--- src/rtl/seq_divider.sv ---
//------------------------------------------------------------------------------
// Module      : seq_divider
// Description : Unsigned restoring divider, one quotient bit per clock.
// Revision    : 1.0 - initial release
//------------------------------------------------------------------------------
`default_nettype none

module seq_divider #(
  parameter int WIDTH = 24
) (
  input  logic             clk,
  input  logic             rst,
  input  logic             start,
  input  logic [WIDTH-1:0] A,
  input  logic [WIDTH-1:0] B,
  output logic [WIDTH-1:0] Q,
  output logic [WIDTH-1:0] R,
  output logic             busy,
  output logic             done,
  output logic             div_by_zero
);

  localparam int               CNT_W  = (WIDTH > 1) ? $clog2(WIDTH) : 1;
  localparam logic [CNT_W-1:0] C_LAST = CNT_W'(WIDTH - 1);

  typedef enum logic [1:0] {
    S_IDLE   = 2'd0,
    S_LOAD   = 2'd1,
    S_DIVIDE = 2'd2,
    S_DONE   = 2'd3
  } state_t;

  state_t           r_state;
  state_t           w_next;
  logic [WIDTH-1:0] r_dvd;
  logic [WIDTH-1:0] r_dvs;
  logic [WIDTH:0]   r_rem;
  logic [CNT_W-1:0] r_cnt;
  logic [WIDTH-1:0] r_q;
  logic [WIDTH-1:0] r_r;
  logic             r_dbz;

  logic [WIDTH+1:0] w_shift;
  logic [WIDTH+1:0] w_trial;
  logic             w_ge;
  logic [WIDTH:0]   w_rem_nxt;
  logic [WIDTH-1:0] w_dvd_nxt;
  logic             w_last;

  // Extra top bit makes the trial subtraction's sign directly visible.
  assign w_shift   = {r_rem, r_dvd[WIDTH-1]};
  assign w_trial   = w_shift - {2'b00, r_dvs};
  assign w_ge      = ~w_trial[WIDTH+1];
  assign w_rem_nxt = w_ge ? w_trial[WIDTH:0] : w_shift[WIDTH:0];
  assign w_dvd_nxt = (r_dvd << 1) | WIDTH'(w_ge);
  assign w_last    = (r_cnt == C_LAST);

  always_ff @(posedge clk or posedge rst) begin
    if (rst) begin
      r_state <= S_IDLE;
    end else begin
      r_state <= w_next;
    end
  end

  always_comb begin
    w_next = r_state;
    case (r_state)
      S_IDLE:   if (start) w_next = S_LOAD;
      S_LOAD:   w_next = (r_dvs == '0) ? S_DONE : S_DIVIDE;
      S_DIVIDE: if (w_last) w_next = S_DONE;
      S_DONE:   w_next = S_IDLE;
      default:  w_next = S_IDLE;
    endcase
  end

  always_ff @(posedge clk or posedge rst) begin
    if (rst) begin
      r_dvd <= '0;
      r_dvs <= '0;
      r_rem <= '0;
      r_cnt <= '0;
      r_q   <= '0;
      r_r   <= '0;
      r_dbz <= 1'b0;
    end else begin
      case (r_state)
        S_IDLE: begin
          if (start) begin
            r_dvd <= A;
            r_dvs <= B;
            r_rem <= '0;
            r_cnt <= '0;
          end
        end
        S_LOAD: begin
          if (r_dvs == '0) begin
            r_q   <= '1;
            r_r   <= r_dvd;
            r_dbz <= 1'b1;
          end else begin
            r_cnt <= '0;
            r_dbz <= 1'b0;
          end
        end
        S_DIVIDE: begin
          r_dvd <= w_dvd_nxt;
          r_rem <= w_rem_nxt;
          r_cnt <= r_cnt + CNT_W'(1);
          // Results are published only on the final step so Q/R hold meanwhile.
          if (w_last) begin
            r_q <= w_dvd_nxt;
            r_r <= w_rem_nxt[WIDTH-1:0];
          end
        end
        default: ;
      endcase
    end
  end

  assign Q           = r_q;
  assign R           = r_r;
  assign div_by_zero = r_dbz;
  assign busy        = (r_state != S_IDLE);
  assign done        = (r_state == S_DONE);

endmodule

`default_nettype wire

--- config.mk ---
export PLATFORM = sky130hd
export DESIGN_NAME = seq_divider
export DESIGN_NICKNAME = d
export VERILOG_FILES = /design/src/rtl/seq_divider.sv
export SDC_FILE = /design/constraint.sdc
export NUM_CORES = 1
export LEC_CHECK = 0
export BUFFER_PORTS_ARGS = -buffer_cell sky130_fd_sc_hd__buf_4
export CORE_MARGIN = 3
export CORE_UTILIZATION = 56
export CTS_CLUSTER_SIZE = 40
export DETAILED_ROUTE_END_ITERATION = 8
export GPL_ROUTABILITY_DRIVEN = 1
export GPL_TIMING_DRIVEN = 0
export MAX_ROUTING_LAYER = met4
export PLACE_DENSITY = 0.78
export SYNTH_ARGS = -nofsm -noshare
export SYNTH_HDL_FRONTEND = slang
export SYNTH_SLANG_ARGS = --single-unit
--- constraint.sdc ---
create_clock -name clk -period 5.95 [get_ports clk]
set_input_delay 0.2975 -clock clk [delete_from_list [all_inputs] [get_ports clk]]
set_output_delay 0.2975 -clock clk [all_outputs]
set_load 0.1 [all_outputs]
==> reports/metrics.cfg, run 1 <==
[clock_network]
clk_latency_ps = 420
cts_root_buffer = clkbuf_16
clock-sinks = 129
path_clk_slew_ps = 60
clk_path_buf_depth = 2
cts_tree = built
cts_resized = 0
htreeDepth = 4
tritoncts.num_buffers = 17

[sta]
finalHoldViolations = 0
fmax_mhz = 301
timing.final.crit_share = 0.558
timing.slew.headroom = 0.390
layout_min_cycle_time_ps = 3320
rsz0062_at_grt = false
clock_skew_ps = 8.13
setup_tns_ps = 0
setup_viol = 0
final_max_slew_viol_count = 0
worst_slack_ps = 2630
tightest_slew_ps = 909

[placement]
place_ws_ps = 2720
dp_hpwl_mm = 14.3
place_congestion = 0.904
port_buffers = 101

[yosys]
synth_mux_area_frac = 0.0958
synthTopCellsByArea = dfrtp_1 (46%), nand2_1 (7.4%), mux2i_1 (5.6%), ha_1 (5.2%), o21ai_0 (4.9%)
ys_types = 62
ys_async_sr_fraction = 1.00
syn_area_um2 = 7010
synth.net_count = 834
synth-compound-area-share = 0.170
yosysSeqAreaShare = 0.460
synth-seq-cells = 129
synthSimpleGateAreaFrac = 0.151
synth_edf_count = 0
synth_common_cells = nand2_1 (139), dfrtp_1 (129), o21ai_0 (69), inv_1 (39), mux2i_1 (39)
avgSynthCellArea_um2 = 9.32
synth_top_area_share = 0.460
synthCells = 753
synth-adder-area-share = 0.0546
synthXorXnorAreaFrac = 0.0225
synth_most_common_cell = nand2_1
synth_ff_type = dfrtp_1
synth_top_family_by_area = compound AO/OA/AOI/OAI gates
synth_top_area_cell = dfrtp_1
yosysWarningCount = 0

[route]
vias_per_cell = 5.85
drc = 0
drt_iter0_markers = 536
dr.pass1.iters = 5
wl_mm = 19.2
wire_per_inst_um = 18.1
detail-route-antenna-nets = 0
vias = 6179

[floorplan]
core_um2 = 12100
dieHeight_um = 118
die-area_um2 = 13900
die_w_um = 118
io-pin-count = 102
start_util = 0.579
fp-row-count = 40

[final_layout]
diodes = 0
fin_nets = 956
drive_gt1_frac = 0.188
syn2layout_area_growth_pct = 22.7

[global_routing]
grt.overflow.total = 0
antenna_found_initial = 0
grt_util_met2 = 0.442
grt_pass1_wl_mm = 30.9
busiest_layer = met2
grt_use_total = 0.287
grt_pass1_vias = 6026
grtUsageMet1 = 0.375
use_met3 = 0.0567
grt_max_degree = 99

[flow_run]
max-cap-violations = 0

[critical_path]
cp-end-kind = flop
worstSetupPathType = flop to flop
startpoint_type = flop
critPathMaxFanout = 10
worst_ep_required_time_ps = 6200
arrival_ps = 3570

[power]
p_leak_nw = 4.05
vdd_drop_max_mv = 0.238
power.density_nw_per_um2 = 579

[run_status]
status = complete, no violations

[min_path]
hold_class = primary input to flop

-- power by group --
part	internal [W]	leakage, nW	switching (W)	total [W]
Clock	0.000650	0.281	0.000383	0.00103
Sequential	0.00118	1.63	0.000256	0.00143
Combinational	0.000711	2.14	0.00181	0.00252
Total	0.00254	4.05	0.00245	0.00499
-- placed cells by master, fill, tap and decap left out, types with 3 or more instances in the layout --
cell / instances
ha_1: 29
o21bai_1: 3
o21ai_0: 69
a21o_1: 11
nor4_1: 5
xnor2_1: 15
o21ai_1: 21
o21a_1: 4
nor3_1: 5
xor2_1: 3
clkbuf_1: 38
clkbuf_16: 17
nand2b_1: 4
clkbuf_8: 3
buf_4: 102
mux2i_1: 39
and2_1: 3
inv_1: 38
dfrtp_1: 129
mux2_2: 24
o211ai_1: 23
and3_1: 4
nand2_1: 139
nor2b_1: 5
or3_1: 6
nand3_1: 31
a21oi_1: 29
a31oi_1: 10
nor2_1: 22
-- path summary, 6_finish.rpt --
kind / start / endpoint / slack [ps] / cells past startpoint
min in group asynchronous: rst / r_dvs[3]$_DFFE_PP0P_ / 400 / 3
max in group asynchronous: rst / Q[12]$_DFFE_PP0P_ / 4780 / 4
hold reg to reg: Q[17]$_DFFE_PP0P_ / Q[17]$_DFFE_PP0P_ / 460 / 2
setup reg to reg: r_dvs[1]$_DFFE_PP0P_ / r_rem[23]$_DFFE_PP0P_ / 2630 / 11
setup / recovery: r_dvs[1]$_DFFE_PP0P_ / r_rem[23]$_DFFE_PP0P_ / 2630 / 11
hold / removal: B[2] / r_dvs[2]$_DFFE_PP0P_ / 110 / 2
-- sequential cells by signal, summed over array words and instances, names as in the netlist --
| name | count |
|---|---|
| r_cnt | 5 |
| r_state | 2 |
| Q | 24 |
| R | 24 |
| r_rem | 25 |
| r_dvs | 24 |
| div_by_zero | 1 |
| r_dvd | 24 |
-- per-stage QoR --
| step | cells | hold slack (ps) | power (W) | util | area [um2] |
|---|---|---|---|---|---|
| detailed placement | 1023 | 288 | 0.00393 | 0.662 | 8020 |
| finish | 1056 | 108 | 0.00499 | 0.711 | 8610 |
| global placement | 1022 | 451 | 0.00385 | 0.659 | 7980 |
| floorplan | 753 | 448 | 0.00329 | - | 7010 |
| CTS | 1056 | 98.3 | 0.00497 | 0.711 | 8610 |
| global route | 1056 | 96.7 | 0.00525 | 0.711 | 8610 |
-- worst max-delay path: stages (launching register included) --
cell and delay [ps]:
dfrtp_1 400, inv_1 160, ha_1 260, nor2b_1 150
o2111ai_1 230, a31oi_1 170, o21ba_1 240, o2111a_1 300
nor3_4 390, buf_4 310, mux2i_1 400, o21ai_0 150
-- what timing repair did --
action | CTS | global route
endpoints found under the hold margin | 31 | 0
setup buffers | 0 | 0
hold buffers | 1 | 0
-- layout make-up --
class	count	area, um2
plain buffers	40	170
clock buffers	24	482
clock inverters	8	103
fillers	982	3500
inverters	40	155
multi-input cells	544	3470
flip-flops and latches	129	3230
well taps	168	210
repair buffers	103	796
-- routing by layer --
layer  wire (um)  vias to the layer above
li1            -                     2897
met1        8340                     2981
met2        9040                      253
met3        1180                       48
met4         590                        0
met5           0                        -
-- cells by family after synthesis --
kind of cell / count (synthesis)
AND/OR/NAND/NOR: 236
AO/OA/AOI/OAI: 196
flip-flops: 129
buffers and inverters: 80
multiplexers: 64
adder cells (fa/ha/maj): 30
XOR/XNOR: 18
(Power assumes the default switching activity.)
==> run 2: changes to the inputs <==
--- a/config.mk
+++ b/config.mk
@@ -5,15 +5,16 @@
 export SDC_FILE = /design/constraint.sdc
 export NUM_CORES = 1
 export LEC_CHECK = 0
+export ABC_AREA = 1
 export BUFFER_PORTS_ARGS = -buffer_cell sky130_fd_sc_hd__buf_4
 export CORE_MARGIN = 3
-export CORE_UTILIZATION = 56
+export CORE_UTILIZATION = 53
 export CTS_CLUSTER_SIZE = 40
 export DETAILED_ROUTE_END_ITERATION = 8
 export GPL_ROUTABILITY_DRIVEN = 1
 export GPL_TIMING_DRIVEN = 0
 export MAX_ROUTING_LAYER = met4
-export PLACE_DENSITY = 0.78
+export PLACE_DENSITY = 0.77
 export SYNTH_ARGS = -nofsm -noshare
 export SYNTH_HDL_FRONTEND = slang
 export SYNTH_SLANG_ARGS = --single-unit
==> constraint.sdc (replaced) <==
create_clock -name clk -period 3 [get_ports clk]
set_input_delay 0.15 -clock clk [delete_from_list [all_inputs] [get_ports clk]]
set_output_delay 0.15 -clock clk [all_outputs]
set_load 0.1 [all_outputs]
==> run 2 against run 1 <==
Net effect: clock power increased by 130%; sequential power increased by 92%; via count increased by 28%; first-iteration DRC count increased by 36%; worst setup slack got worse by 2400 ps; maximum frequency increased by 18%; hold slack got worse by 100 ps; register-to-register slack got worse by 2400 ps; largest cell class unchanged; highest routed layer unchanged.
==> reports/metrics.cfg, run 2 <==
[yosys]
synthXorXnorAreaFrac = 0.0153
synth_edf_count = 0
synth.net_count = 1208
synth_ff_type = dfrtp_1
synth-adder-area-share = 0.0478
ys_async_sr_fraction = 1.00
synth-seq-cells = 129
synthTopCellsByArea = dfrtp_1 (40%), nand2_1 (15%), inv_1 (7.7%), nor2_1 (6.2%), nand3_1 (5.4%)
avgSynthCellArea_um2 = 7.11
ys_types = 37
synthCells = 1127
synth_most_common_cell = nand2_1
synthSimpleGateAreaFrac = 0.338
yosysSeqAreaShare = 0.403
synth_mux_area_frac = 0.00141
synth-compound-area-share = 0.0880
synth_top_area_cell = dfrtp_1
synth_top_area_share = 0.403
syn_area_um2 = 8010
yosysWarningCount = 0
synth_top_family_by_area = simple AND/OR/NAND/NOR gates
synth_common_cells = nand2_1 (329), inv_1 (164), nor2_1 (133), dfrtp_1 (129), nand3_1 (87)

[clock_network]
postCtsHoldBufs = 46
cts_root_buffer = clkbuf_16
tritoncts.num_buffers = 17
cts_resized = 0
post-cts-setup-buffers = 0
clk_latency_ps = 430
cts_tree = built
htreeDepth = 4
path_clk_slew_ps = 60
clock-sinks = 129
clk_path_buf_depth = 2

[critical_path]
arrival_ps = 3120
cp-end-kind = flop
cp_num_buf_inv = 2
startpoint_type = flop
worstSetupPathType = flop to flop
critical-path-slowest-cell = nor4_1
cpLargestDelayFamily = simple AND/OR/NAND/NOR gates
critPathMaxFanout = 10
worst_ep_required_time_ps = 3310
cp_slowest_stage_delay_ps = 600
crit_chain = nor4_1, nand4_1, nand2_1, nand2_2, inv_2, buf_2, nor2_1, a31oi_1

[global_routing]
grt_use_total = 0.315
grt.overflow.total = 0
antenna_found_initial = 0
grt_max_degree = 43
grt_pass1_wl_mm = 39.2
grt_pass1_vias = 7751

[min_path]
hold_class = primary input to flop

[route]
vias_per_cell = 5.30
dr.pass1.iters = 6
wl_mm = 24.5
wire_per_inst_um = 16.4
vias = 7919
drt_iter0_markers = 730
detail-route-antenna-nets = 0
drc = 0

[floorplan]
core_um2 = 14600
dieHeight_um = 129
die-area_um2 = 16600
io-pin-count = 102
start_util = 0.547
fp-row-count = 44
die_w_um = 129

[power]
intPower_w = 0.00563
p_sw_frac = 0.531
p_leak_nw = 5.51
pwr-share-comb = 0.576
vdd_drop_max_mv = 0.938
netSwitchingPower_w = 0.00639
p_clk_frac = 0.196
p_seq_frac = 0.228
power.density_nw_per_um2 = 1180

[sta]
tightest_slew_ps = 815
setup_tns_ps = 0
layout_min_cycle_time_ps = 2810
rsz0062_at_grt = false
timing.final.crit_share = 0.938
fmax_mhz = 356
finalHoldViolations = 0
clock_skew_ps = 9.58
setup_viol = 0
timing.slew.headroom = 0.453
final_max_slew_viol_count = 0

[placement]
post_dp_cell_area_um2 = 9060
dp_hpwl_mm = 18.3
place_congestion = 0.937
port_buffers = 101

[final_layout]
fin_nets = 1377
fillCellCount = 1278
syn2layout_area_growth_pct = 27.2
design_area_um2 = 10200
layout_commonest_cell = nand2_1
final_cell_mix = nand2_1 (329), inv_1 (163), nor2_1 (133)
drive_gt1_frac = 0.153
largest_register = r_rem
largest_reg_flops = 25

[run_status]
status = complete, no violations

[flow_run]
max-cap-violations = 0

## run 2: worst reg2reg max path, cell delays in order (launching register included)
cell	delay, ps
dfrtp_1	390
nor4_1	600
nand4_1	460
nand2_1	190
nand2_2	140
inv_2	270
buf_2	310
nor2_1	70
a31oi_1	270
## run 2: path summary, 6_finish.rpt
check,start,to,slack (ps),depth (start not counted)
max in group asynchronous,rst,r_dvs[8]$_DFFE_PP0P_,2070,4
worst max-delay path,r_dvs[12]$_DFFE_PP0P_,Q[10]$_DFFE_PP0P_,190,8
worst min register to register,r_rem[16]$_DFFE_PP0P_,r_rem[16]$_DFFE_PP0P_,520,2
worst min-delay path,A[13],r_dvd[13]$_DFFE_PP0P_,8,3
worst max register to register,r_dvs[12]$_DFFE_PP0P_,Q[10]$_DFFE_PP0P_,190,8
min in group asynchronous,rst,Q[5]$_DFFE_PP0P_,330,3
## run 2: kinds of logic (layout without fill, tap and decap cells)
kind of cell | after synthesis | in the layout
simple gates | 621 | 621
buf+inv | 211 | 393
flops | 129 | 129
compound gates | 121 | 121
fa+ha+maj | 30 | 30
xor+xnor | 14 | 14
mux | 1 | 1
other cells | 0 | 1
## run 2: final cells by class
class / instances / area [um2] / share of cell area
diodes: 1 / 2.50 / 0.000246
plain buffers: 43 / 225 / 0.0221
clock buffers: 18 / 439 / 0.0431
clock inverters: 14 / 225 / 0.0221
inverters: 168 / 634 / 0.0623
multi-input cells: 787 / 3930 / 0.385
flip-flops and latches: 129 / 3230 / 0.317
well taps: 184 / 230 / 0.0226
repair buffers: 150 / 1280 / 0.126
## run 2: routing by layer
layer  vias up  track usage  share of wire
met5         -            -              0
met4         0        0.127          0.035
met3        59       0.0515          0.054
met2       291        0.485           0.46
met1      3677        0.417           0.45
li1       3892            -              -
## run 2: power groups by stage
stage	Combinational (W)	Sequential, W	Clock, W
2_1_floorplan	0.00310	0.00467	0
3_3_place_gp	0.00665	0.00273	0
3_5_place_dp	0.00675	0.00275	0
4_1_cts	0.00686	0.00273	0.00237
5_1_grt	0.00747	0.00280	0.00246
6_report	0.00692	0.00274	0.00236
## run 2: metrics by stage
step           hold slack (ps)  utilization  instances  setup WS [ps]  power [W]
3_5_place_dp               216        0.619       1415            335    0.00950
2_1_floorplan              301            -       1127            850    0.00777
4_1_cts                  0.497        0.696       1493            321     0.0120
6_report                  8.09        0.696       1494            187     0.0120
3_3_place_gp               390        0.615       1412            352    0.00937
5_1_grt                   6.97        0.696       1493            127     0.0127
